<file path="config.mk">
export PLATFORM = sky130hd
export DESIGN_NAME = left_shifter
export DESIGN_NICKNAME = d
export VERILOG_FILES = /design/src/rtl/left_shifter.sv
export SDC_FILE = /design/constraint.sdc
export NUM_CORES = 1
export LEC_CHECK = 0
export BUFFER_PORTS_ARGS = -buffer_cell sky130_fd_sc_hd__buf_2
export CAP_MARGIN = 20
export CORE_ASPECT_RATIO = 0.9
export CORE_UTILIZATION = 54
export DETAILED_ROUTE_END_ITERATION = 10
export PLACE_DENSITY_LB_ADDON = 0.2
export SYNTH_ARGS = -nofsm -noshare
export SYNTH_HDL_FRONTEND = slang
export SYNTH_SLANG_ARGS = --single-unit
</file>
<file path="constraint.sdc">
create_clock -name clk -period 1.2 [get_ports clk]
set_input_delay 0.06 -clock clk [delete_from_list [all_inputs] [get_ports clk]]
set_output_delay 0.06 -clock clk [all_outputs]
set_load 0.01 [all_outputs]
</file>
<file path="src/rtl/left_shifter.sv">
// rtl/left_shifter.sv - logical left barrel shifter with registered, valid-tagged output
// Optional build macro: LEFT_SHIFTER_PIPE_EN adds a register stage after the 1/2/4 shift stages.
module left_shifter #(
   parameter  int WIDTH = 32,
   localparam int SHW   = $clog2(WIDTH)
) (
   input  logic             clk,
   input  logic             rst_n,
   input  logic             in_valid,
   input  logic [WIDTH-1:0] in,
   input  logic [SHW-1:0]   sha,
   output logic             out_valid,
   output logic [WIDTH-1:0] out
);

   logic [WIDTH-1:0] out_d, out_q;
   logic             out_valid_d, out_valid_q;

`ifdef LEFT_SHIFTER_PIPE_EN
   // Split point: stages below LO run before the mid register, the rest after it.
   // The split needs at least one stage on each side, so WIDTH must be >= 4 here.
   localparam int LO = (SHW > 3) ? 3 : SHW - 1;
   localparam int HW = SHW - LO;

   logic [WIDTH-1:0] lo_res, hi_res;
   logic [WIDTH-1:0] part_d, part_q;
   logic [HW-1:0]    sha_hi_d, sha_hi_q;
   logic             mid_valid_d, mid_valid_q;

   // Low shift stages (1, 2, 4 positions) ahead of the mid register
   always_comb begin
      lo_res = in;
      for (int k = 0; k < LO; k++) begin
         if (sha[k]) lo_res = lo_res << (1 << k);
      end
   end

   // Mid register captures a new partial result and the remaining shift bits only on valid input
   always_comb begin
      part_d      = part_q;
      sha_hi_d    = sha_hi_q;
      mid_valid_d = in_valid;
      if (in_valid) begin
         part_d   = lo_res;
         sha_hi_d = sha[SHW-1:LO];
      end
   end

   // Mid pipeline register; reset drops any in-flight partial result
   always_ff @(posedge clk or negedge rst_n) begin
      if (!rst_n) begin
         part_q      <= '0;
         sha_hi_q    <= '0;
         mid_valid_q <= 1'b0;
      end else begin
         part_q      <= part_d;
         sha_hi_q    <= sha_hi_d;
         mid_valid_q <= mid_valid_d;
      end
   end

   // High shift stages (8, 16, ... positions) on the registered partial result
   always_comb begin
      hi_res = part_q;
      for (int k = 0; k < HW; k++) begin
         if (sha_hi_q[k]) hi_res = hi_res << (1 << (k + LO));
      end
   end

   // Output register loads only when the mid stage carries a valid result
   always_comb begin
      out_d       = out_q;
      out_valid_d = mid_valid_q;
      if (mid_valid_q) out_d = hi_res;
   end
`else
   logic [WIDTH-1:0] shift_res;

   // Full log-depth network: stage k shifts by 2^k when sha[k] is set
   always_comb begin
      shift_res = in;
      for (int k = 0; k < SHW; k++) begin
         if (sha[k]) shift_res = shift_res << (1 << k);
      end
   end

   // Output register loads only on valid input and otherwise holds its last result
   always_comb begin
      out_d       = out_q;
      out_valid_d = in_valid;
      if (in_valid) out_d = shift_res;
   end
`endif

   // Output register with asynchronous clear
   always_ff @(posedge clk or negedge rst_n) begin
      if (!rst_n) begin
         out_q       <= '0;
         out_valid_q <= 1'b0;
      end else begin
         out_q       <= out_d;
         out_valid_q <= out_valid_d;
      end
   end

   assign out       = out_q;
   assign out_valid = out_valid_q;

endmodule

</file>
# Yosys cells after proc, flatten, opt, wreduce, memory -nomap -nowiden
# Index checks and enable logic that the tools add are counted.
# classes
muxes,5
# op_table
cell,count
2-to-1 mux 32 bit,5
# totals
regBits,33
wordCells,7

# Longest topological paths before layout
# Gate-level depths: netlist of run 1.
# logic_depth
depth_word,5
mapped_depth,8
ltp_nobuf,5

# Worst setup path after synthesis of run 1
# No wires, ideal clock.
# synth_timing
kind,input port to flip-flop
start,input sha[1]
end,register out_q[24] (netlist: out[24])
setup_ns,0.134
path_stages,6
path_slack_ns,-0.414
arrival_ns,1.480
cell_sequence,buf_2 -> buf_2 -> mux2_2 -> mux4_2 -> nand2_1 -> nand4_1
# synth_via
elab_chain_len,4
# synth_rtl
item,line_no,source
"start, declared",11,"input logic [SHW-1:0] sha,"
2-to-1 mux 32 bit (4 in a row),83,if (sha[k]) shift_res = shift_res << (1 << k);
"end signal, assigned",101,out_q <= out_d;
"end, declared",16,"logic [WIDTH-1:0] out_d, out_q;"
# Every way passes these cells.
# A chain may end at the register's enable or synchronous reset.

# Worst setup path after layout of run 1
# layout_timing
start,input sha[1]
end,register out_q[22] (netlist: out[22])
# Same word-level chain as after synthesis.

==> impl_metrics.csv, run 1 <==
group,metric,value,unit
timing,setup_viol,23,
drt,wl,13.9,mm
timing,drv_slew,0,
global_routing,grt_pass1_vias,3397,
pwr,finalPower,4.32,mW
worst_setup_path,regToRegSetupSlack,0.12,ns
logic_synthesis,synth-edff-count,0,
drt,ant_nets,0,
worst_setup_path,ff2ff_path_depth,2,
logic_synthesis,yosys_warnings,0,
pwr,p_per_area,929,nW/um^2
hold_path,hold_path_class,"input pin to flip-flop",
worst_setup_path,cp.arrival,1.67,ns
floorplanning,num_rows,24,
worst_setup_path,crit_type,"input pin to flip-flop",
timing,fmax,670,MHz
pwr,vdd_ir_drop_max,1.08,mV
drt,drc,0,
timing,fin_crit,1.49,ns
pwr,intPower,2.73,mW
worst_setup_path,crit_path_max_incr_delay,0.31,ns
worst_setup_path,crit_family,"multiplexers",
clock_tree,htreeDepth,2,
timing,finClkSkew,0,ns
global_routing,grt_max_degree,34,
logic_synthesis,avgSynthCellArea,9.56,sq um
pwr,leakagePower,2.21,nW
timing,rsz0062_at_grt,"yes",
clock_tree,clk_path_buf_depth,2,
worst_setup_path,path_cells,"buf_12 -> buf_16 -> mux2_4 -> mux2i_2 -> buf_4 -> mux2_4 -> o32ai_2 -> a221o_1",
logic_synthesis,ys_types,46,
floorplanning,coreArea,5010,sq um
clock_tree,tritoncts,"done",
status,violations,"setup timing",
drt,drt-initial-drc-count,595,
floorplanning,io_pins,73,
finish,fill_cells,179,
floorplanning,die_h,71.6,um
floorplanning,die_w,79.3,um
worst_setup_path,worstSetupStartpointType,"input pin",
drt,drtPass1Iterations,8,
drt,wire_per_inst,26.3,um
logic_synthesis,ys_seq_area_share,28.4,%
finish,areaGrowthSynthToFinish,60.1,%
hold_path,worstHoldStart,"in[0]",
pwr,switchingPower,1.59,mW
drt,vias,3900,
placed_design,io_buffers,72,
global_routing,antenna_found_initial,0,
worst_setup_path,r2r-end,"out[30]$_DFFE_PN0P_",
floorplanning,start_util,58.0,%
worst_setup_path,crit_buf_inv,3,
worst_setup_path,cp.required,1.38,ns
global_routing,grt_usage,41.5,%
timing,fin_crit_sh,124,%
worst_setup_path,r2r-start,"out[30]$_DFFE_PN0P_",
timing,relSlewSlack,58.4,%
pwr,netSwitchingFraction,36.9,%
worst_setup_path,slowest_stage,"mux2_4",
hold_path,min_to,"out[0]$_DFFE_PN0P_",
logic_synthesis,synth_ff_type,"dfrtp_1",
finish,fin_util,92.8,%
finish,diodes,0,
timing,final.setup.worst_slack,-0.293,ns
logic_synthesis,synth_nets,344,
placed_design,routabilityCongestion,1.00,
clock_tree,cts_sinks,33,
floorplanning,die_area,5680,sq um
clock_tree,clockRootBuffer,"clkbuf_8",
timing,worst_slew_pin_slew,0.623,ns
finish,fin_nets,505,
clock_tree,clkTransAtPathRegs,0.08,ns
pwr,pwr-share-comb,46.8,%
finish,drive_above_1_share,59.9,%
clock_tree,clk_latency,0.31,ns
logic_synthesis,async_reset_ff_share,100,%
hold_path,hold-path-cell-count,4,
clock_tree,numCtsBuffers,5,
global_routing,grt_overflow_total,0,
worst_setup_path,cp_common_cell,"mux2_4",
pwr,p_seq_share,30.4,%
logic_synthesis,synth_seq_cells,33,
worst_setup_path,path_max_fanout,6,
placed_design,hpwlAfterDp,7.85,mm
status,status,"complete, but fails checks",
pwr,p_clk_share,22.7,%
logic_synthesis,postSynthCellCount,304,
logic_synthesis,netlist_area,2910,sq um
worst_setup_path,end_kind,"flip-flop",
flow_run,drv_cap,0,
drt,viasPerCell,7.34,
timing,hold_violations,0,
global_routing,grt_pass1_wl,17.8,mm
==> worst max path at each step <==
| stage | from | slack [ns] | to | cells past startpoint |
|---|---|---|---|---|
| 2_1_floorplan | sha[1] | -0.32 | out[31]$_DFFE_PN0P_ | 6 |
| 3_3_place_gp | sha[1] | -0.58 | out[31]$_DFFE_PN0P_ | 7 |
| 3_5_place_dp | sha[1] | -0.61 | out[31]$_DFFE_PN0P_ | 7 |
| 4_1_cts | sha[1] | -0.20 | out[31]$_DFFE_PN0P_ | 7 |
| 5_1_grt | sha[1] | -0.31 | out[22]$_DFFE_PN0P_ | 8 |
| 6_report | sha[1] | -0.29 | out[22]$_DFFE_PN0P_ | 8 |
==> cell families (layout without fill, tap and decap cells) <==
logic type / Yosys count / after routing / share of synthesized area (%)
and+or+nand+nor: 82 / 82 / 13.3
AOI/OAI and AO/OA: 89 / 89 / 22.8
DFF: 33 / 33 / 28.4
muxes: 71 / 71 / 30.7
buffers and inverters: 29 / 191 / 4.82
==> power by group through the flow <==
stage | Sequential [mW] | Combinational, mW | Clock, mW
2_1_floorplan | 1.37 | 0.763 | 0
3_3_place_gp | 1.32 | 1.51 | 0
3_5_place_dp | 1.32 | 1.54 | 0
4_1_cts | 1.30 | 1.66 | 0.945
5_1_grt | 1.32 | 2.09 | 1.03
6_report | 1.32 | 2.03 | 0.982
==> placed cells by master, fill, tap and decap left out, types with 3 or more instances in the layout <==
cell type  Yosys  routed
nor2_2         0       5
a22o_1         4       3
o21ai_1        6       7
nand2_1       23      20
dfrtp_1       33      33
mux2i_2        0       7
mux4_2        10      10
nand2b_1       9       8
o2bb2ai_2      0       3
o22ai_2        0       5
buf_6          2      11
buf_12         0       5
mux2i_1       30      19
buf_2         10      70
a221o_1        5       5
mux2i_4        0       4
mux2_4         5      24
a22oi_1        9       6
mux2_2        19       7
o21ai_0        9       4
a21oi_1       12       8
clkbuf_8       0       7
nand3_1        3       3
o2bb2ai_1     13      10
nor3_1         6       4
and2_1         3       3
buf_4          1      87
nor2b_1        7       7
nor2_1        25      20
a22oi_2        0       3
a222oi_1       4       4
o21ai_2        0       4
a21oi_2        0       3
nand2_2        0       3
==> worst reg2reg max path: stages, from the launching register on <==
cell	delay [ns]
dfrtp_1	0.40
a22oi_1	0.33
o221ai_1	0.20
==> metrics by stage <==
step | area (sq um) | setup TNS (ns) | instances | setup slack [ns] | hold slack (ns)
after detailed placement | 4000 | -13.21 | 510 | -0.614 | 0.108
after global placement | 4000 | -12.19 | 510 | -0.584 | 0.101
final | 4650 | -3.66 | 531 | -0.293 | 0.169
after floorplan | 2990 | -3.79 | 304 | -0.325 | -0.236
after CTS | 4320 | -2.53 | 524 | -0.203 | 0.174
after global routing | 4650 | -4.25 | 531 | -0.306 | 0.182
==> layout make-up <==
cell class	count	area, sq um	area share [%]
clock buffer	7	96.3	2.07
inverter	4	15.0	0.323
clock inverter	1	5.00	0.108
tap	65	81.3	1.75
timing repair buffer	179	1330	28.6
sequential	33	826	17.7
multi-input combinational	242	2300	49.4
==> timing repair <==
item	4_1_cts	5_1_grt
hold buffers	2	0
buffers inserted	2	7
setup endpoints to repair	25	28
cloned	2	0
resized for setup	34	67
pin swaps	8	23
hold endpoints to repair	34	0
==> sequential cells by signal (all words and copies together) (netlist names) <==
name       cells
out_valid      1
out           32
==> routing by layer <==
layer,part of all wire [%],global-route usage [%],routed length (um)
met5,0,0,0
met4,8.0,20.4,1120
met3,14,12.0,1950
met2,44,65.9,6090
met1,34,51.8,4780
==> synthesized netlist by cell type, types with 7 or more instances <==
master      n  area, sq um
mux2_1      7         78.8
a21oi_1    12         60.1
o22ai_1     7         43.8
clkbuf_1    9         33.8
mux2i_1    30          300
buf_2      10         50.1
nor2b_1     7         43.8
o2bb2ai_1  13          114
nor2_1     25         93.8
dfrtp_1    33          826
nand2b_1    9         56.3
a22oi_1     9         67.6
nand2_1    23         86.3
mux4_2     10          225
o21ai_0     9         45.0
mux2_2     19          214
Note: power is estimated with default switching activity, not from simulation.
==> run 2, diff against run 1 <==
- CORE_UTILIZATION: 54 -> 55
- CTS_BUF_LIST: default -> sky130_fd_sc_hd__clkbuf_4 sky130_fd_sc_hd__clkbuf_8
==> impl_metrics.csv, run 2 (same netlist as run 1, synthesis figures left out) <==
group,metric,value,unit
drt,drc,0,
finish,fill_cells,211,
worst_setup_path,r2r-start,"out[25]$_DFFE_PN0P_",
worst_setup_path,ff2ff_path_depth,2,
timing,worst_slew_pin_slew,0.556,ns
clock_tree,clkTransAtPathRegs,0.07,ns
floorplanning,start_util,58.7,%
timing,setup_viol,26,
worst_setup_path,crit_path_max_incr_delay,0.41,ns
timing,fmax,638,MHz
worst_setup_path,path_cells,"buf_12 -> buf_16 -> mux2_4 -> nor3_2 -> a211oi_2 -> a221o_1 -> a221o_1",
status,status,"complete, but fails checks",
hold_path,hold-path-cell-count,2,
worst_setup_path,cp.arrival,1.74,ns
worst_setup_path,cp_common_cell,"a221o_1",
worst_setup_path,worstSetupStartpointType,"input pin",
finish,final_common_cell,"buf_4",
global_routing,antenna_found_initial,0,
finish,seqCellArea,826,sq um
flow_run,drv_cap,0,
clock_tree,clk_latency,0.28,ns
finish,diodes,0,
finish,fin_nets,505,
clock_tree,cts_sinks,33,
drt,drtPass1Iterations,7,
placed_design,io_buffers,72,
floorplanning,coreArea,4950,sq um
worst_setup_path,r2r-end,"out[25]$_DFFE_PN0P_",
hold_path,min_to,"out_valid$_DFF_PN0_",
floorplanning,die_area,5580,sq um
finish,multi_input_area,2190,sq um
pwr,vdd_ir_drop_max,0.902,mV
worst_setup_path,end_kind,"flip-flop",
clock_tree,htreeDepth,2,
global_routing,grt_usage,41.5,%
placed_design,routabilityCongestion,0.962,
timing,drv_slew,0,
drt,ant_nets,0,
timing,setup-tns-final,-4.49,ns
global_routing,grt_pass1_vias,3468,
worst_setup_path,crit_type,"input pin to flip-flop",
hold_path,worstHoldStart,"in_valid",
finish,layoutNonFillerInstCount,531,
finish,largest_reg_flops,32,
drt,wl,12.3,mm
placed_design,hpwlAfterDp,8.18,mm
worst_setup_path,cp.required,1.37,ns
finish,layout_common_cells,"buf_4, buf_2, dfrtp_1",
floorplanning,num_rows,24,
worst_setup_path,slowest_stage,"a221o_1",
clock_tree,clk_path_buf_depth,2,
worst_setup_path,path_max_fanout,6,
placed_design,dp_cells,514,
hold_path,hold_path_class,"input pin to flip-flop",
floorplanning,io_pins,73,
status,violations,"setup timing",
global_routing,grt_overflow_total,0,
timing,relSlewSlack,62.9,%
drt,vias,3718,
clock_tree,numCtsBuffers,5,
timing,fin_crit,1.57,ns
pwr,leakagePower,2.18,nW
global_routing,grt_max_degree,22,
worst_setup_path,regToRegSetupSlack,0.22,ns
clock_tree,clockRootBuffer,"clkbuf_8",
drt,drt-initial-drc-count,559,
timing,hold_violations,0,
finish,areaGrowthSynthToFinish,54.9,%
timing,rsz0062_at_grt,"yes",
floorplanning,die_w,78.6,um
floorplanning,die_h,71.0,um
finish,drive_above_1_share,56.9,%
drt,wire_per_inst,23.2,um
drt,viasPerCell,7.00,
clock_tree,tritoncts,"done",
pwr,p_per_area,890,nW/um^2
timing,final.setup.worst_slack,-0.366,ns
timing,finClkSkew,0,ns
timing,fin_crit_sh,131,%
global_routing,grt_pass1_wl,17.6,mm
## run 2: cell count changes in the layout (fill, tap and decap cells not counted), moves of 2 or more
cell,previous run,this run
o32ai_1,1,3
clkbuf_8,7,5
buf_6,11,5
mux2i_2,7,4
mux2i_1,19,25
mux2_2,7,9
mux2i_4,4,1
buf_4,87,95
o21ai_2,4,2
mux2_4,24,21
## run 2: critical path, delay by kind of cell
kind / cells / cell delay (ns)
AND/OR/NAND/NOR: 1 / 0.26
multiplexers: 1 / 0.33
buffers and inverters: 2 / 0.26
AO/OA/AOI/OAI: 3 / 0.82
## run 2: layer usage
layer  GRT usage, %  wire [um]  vias to the layer above
met1           49.6       4400                     1713
met5              0          0                        -
met4           20.2        985                        0
met2           70.0       5460                      375
met3           10.1       1470                      122
li1               -          -                     1508
## run 2: report_power, final
group | leakage [nW] | switching (mW) | total (mW) | internal [mW]
clock | 0.0484 | 0.396 | 0.820 | 0.424
combinational | 1.70 | 0.951 | 1.88 | 0.927
sequential | 0.429 | 0.0757 | 1.31 | 1.23
total | 2.18 | 1.42 | 4.01 | 2.58
## run 2: worst max-delay path by stage
| stage | slack [ns] | end | cells past startpoint | startpoint |
|---|---|---|---|---|
| 2_1_floorplan | -0.32 | out[31]$_DFFE_PN0P_ | 6 | sha[1] |
| 3_3_place_gp | -0.61 | out[30]$_DFFE_PN0P_ | 7 | sha[1] |
| 3_5_place_dp | -0.73 | out[23]$_DFFE_PN0P_ | 9 | sha[1] |
| 4_1_cts | -0.23 | out[31]$_DFFE_PN0P_ | 7 | sha[1] |
| 5_1_grt | -0.39 | out[29]$_DFFE_PN0P_ | 7 | sha[1] |
| 6_report | -0.37 | out[29]$_DFFE_PN0P_ | 7 | sha[1] |
## run 2: layout make-up
| class | instances | area share, % |
|---|---|---|
| clock buffer | 6 | 1.70 |
| clock inverter | 2 | 0.222 |
| inverter | 4 | 0.389 |
| multi-input combinational | 242 | 48.6 |
| sequential | 33 | 18.3 |
| tap | 65 | 1.81 |
| timing repair buffer | 179 | 28.9 |
## run 2: per-stage QoR
step                utilization [%]  cell area, sq um  setup WS [ns]  total power [mW]  hold WS, ns
CTS                            88.8              4400         -0.233              3.83       0.0539
finish                         90.9              4500         -0.366              4.01       0.0569
floorplan                         -              2990         -0.325              2.13       -0.236
detailed placement             81.1              4020         -0.734              2.86       0.0290
global route                   90.9              4500         -0.389              4.12       0.0660
global placement               81.1              4020         -0.615              2.82       0.0260
## run 2: what timing repair did
| action | in CTS | in global routing |
|---|---|---|
| hold buffers | 1 | 0 |
| gates resized for setup | 57 | 25 |
| gates cloned | 1 | 0 |
| hold endpoints to repair | 18 | 0 |
| pin swaps | 13 | 12 |
| setup buffers | 5 | 2 |
| setup endpoints to repair | 29 | 27 |
==> run 3, diff against run 2 <==
- CORE_UTILIZATION: 55 -> 40
- clock period: 1.2 -> 1.85 ns (I/O delays scaled with it)
==> impl_metrics.csv, run 3 (same netlist as run 1, synthesis figures left out) <==
group,metric,value,unit
global_routing,grt_pass1_wl,15.0,mm
timing,final.setup.worst_slack,0.242,ns
drt,wl,9.43,mm
timing,fmax,622,MHz
drt,ant_nets,0,
hold_path,hold_path_class,"input pin to flip-flop",
floorplanning,start_util,41.3,%
finish,fin_nets,437,
timing,worst_slew_pin_slew,0.751,ns
worst_setup_path,path_max_fanout,16,
timing,setup_viol,0,
clock_tree,tritoncts,"done",
drt,wire_per_inst,19.2,um
floorplanning,die_area,7610,sq um
finish,diodes,0,
flow_run,drv_cap,0,
finish,drive_above_1_share,38.9,%
global_routing,grt_max_degree,34,
global_routing,grt_overflow_total,0,
finish,largest_reg_flops,32,
finish,final_common_cell,"buf_2",
clock_tree,ctsResizeCount,0,
clock_tree,clk_latency,0.29,ns
finish,areaGrowthSynthToFinish,26.6,%
timing,fin_crit,1.61,ns
drt,drc,0,
floorplanning,die_w,91.9,um
drt,drt-initial-drc-count,293,
finish,fin_util,52.3,%
worst_setup_path,cp.arrival,1.76,ns
finish,layoutNonFillerInstCount,491,
global_routing,antenna_found_initial,0,
clock_tree,numCtsBuffers,5,
finish,final_area,3680,sq um
placed_design,hpwlAfterDp,7.45,mm
worst_setup_path,end_kind,"flip-flop",
worst_setup_path,crit_type,"input pin to flip-flop",
status,status,"completed",
clock_tree,clockRootBuffer,"clkbuf_8",
drt,drtPass1Iterations,5,
drt,viasPerCell,6.05,
placed_design,dp_cells,482,
floorplanning,io_pins,73,
timing,relSlewSlack,49.9,%
timing,hold_violations,0,
timing,rsz0062_at_grt,"no",
placed_design,routabilityCongestion,0.937,
timing,finClkSkew,0,ns
drt,vias,2971,
clock_tree,clk_path_buf_depth,2,
timing,drv_slew,0,
clock_tree,clkTransAtPathRegs,0.07,ns
worst_setup_path,worstSetupStartpointType,"input pin",
floorplanning,die_h,82.9,um
pwr,vdd_ir_drop_max,0.332,mV
placed_design,place_ws,-0.0177,ns
worst_setup_path,cp.required,2.00,ns
timing,fin_crit_sh,86.9,%
clock_tree,cts_sinks,33,
placed_design,place_area,3570,sq um
timing,setup-tns-final,0,ns
clock_tree,cts_hold_buf,1,
pwr,p_per_area,635,nW/um^2
clock_tree,htreeDepth,2,
floorplanning,coreArea,7040,sq um
global_routing,grt_pass1_vias,2812,
pwr,leakagePower,1.72,nW
global_routing,grt_usage,25.5,%
placed_design,io_buffers,72,
finish,layout_common_cells,"buf_2, buf_4, dfrtp_1",
floorplanning,num_rows,29,
clock_tree,post_cts_buffers,0,
## run 3: final cells by class
type                            count  area (sq um)
Tap cell                           93           116
Clock buffer                        7          96.3
Multi-Input combinational cell    242          1940
Clock inverter                      1          5.00
Fill cell                         653          3360
Inverter                            4          15.0
Sequential cell                    33           826
Timing Repair Buffer              111           681
## run 3: stage by stage
step | hold WS [ns] | power, mW
after floorplan | -0.203 | 1.36
after global placement | 0.203 | 1.73
after detailed placement | 0.204 | 1.74
after CTS | 0.000862 | 2.35
after global routing | 0.0135 | 2.46
final | 0.00947 | 2.34
## run 3: critical path: stages
cell and delay, ns:
buf_2 0.13, buf_12 0.16, mux2_4 0.31, a22o_1 0.28, mux2_2 0.31, a221oi_2 0.33, o221ai_1 0.15
## run 3: final timing paths
check	from	to	slack (ns)	depth (start not counted)
max	sha[1]	out[30]$_DFFE_PN0P_	0.24	7
min	in_valid	out_valid$_DFF_PN0_	0.009	1
max reg2reg	out[17]$_DFFE_PN0P_	out[17]$_DFFE_PN0P_	0.87	2
min reg2reg	out[8]$_DFFE_PN0P_	out[8]$_DFFE_PN0P_	0.48	1
max in group asynchronous	rst_n	out[11]$_DFFE_PN0P_	0.95	2
min in group asynchronous	rst_n	out[24]$_DFFE_PN0P_	0.43	2
## run 3: metal layers
layer  vias to the layer above  wire length, um  GRT usage [%]
li1                       1378                -              -
met1                      1423             4190           36.5
met2                       149             4160           38.1
met3                        21              774           4.67
met4                         0              311           9.94
met5                         -                0              0
## run 3: power breakdown
| part | internal (mW) | leakage (nW) | switching (mW) |
|---|---|---|---|
| Clock | 0.336 | 0.0542 | 0.262 |
| Sequential | 0.799 | 0.429 | 0.0494 |
| Combinational | 0.414 | 1.24 | 0.476 |
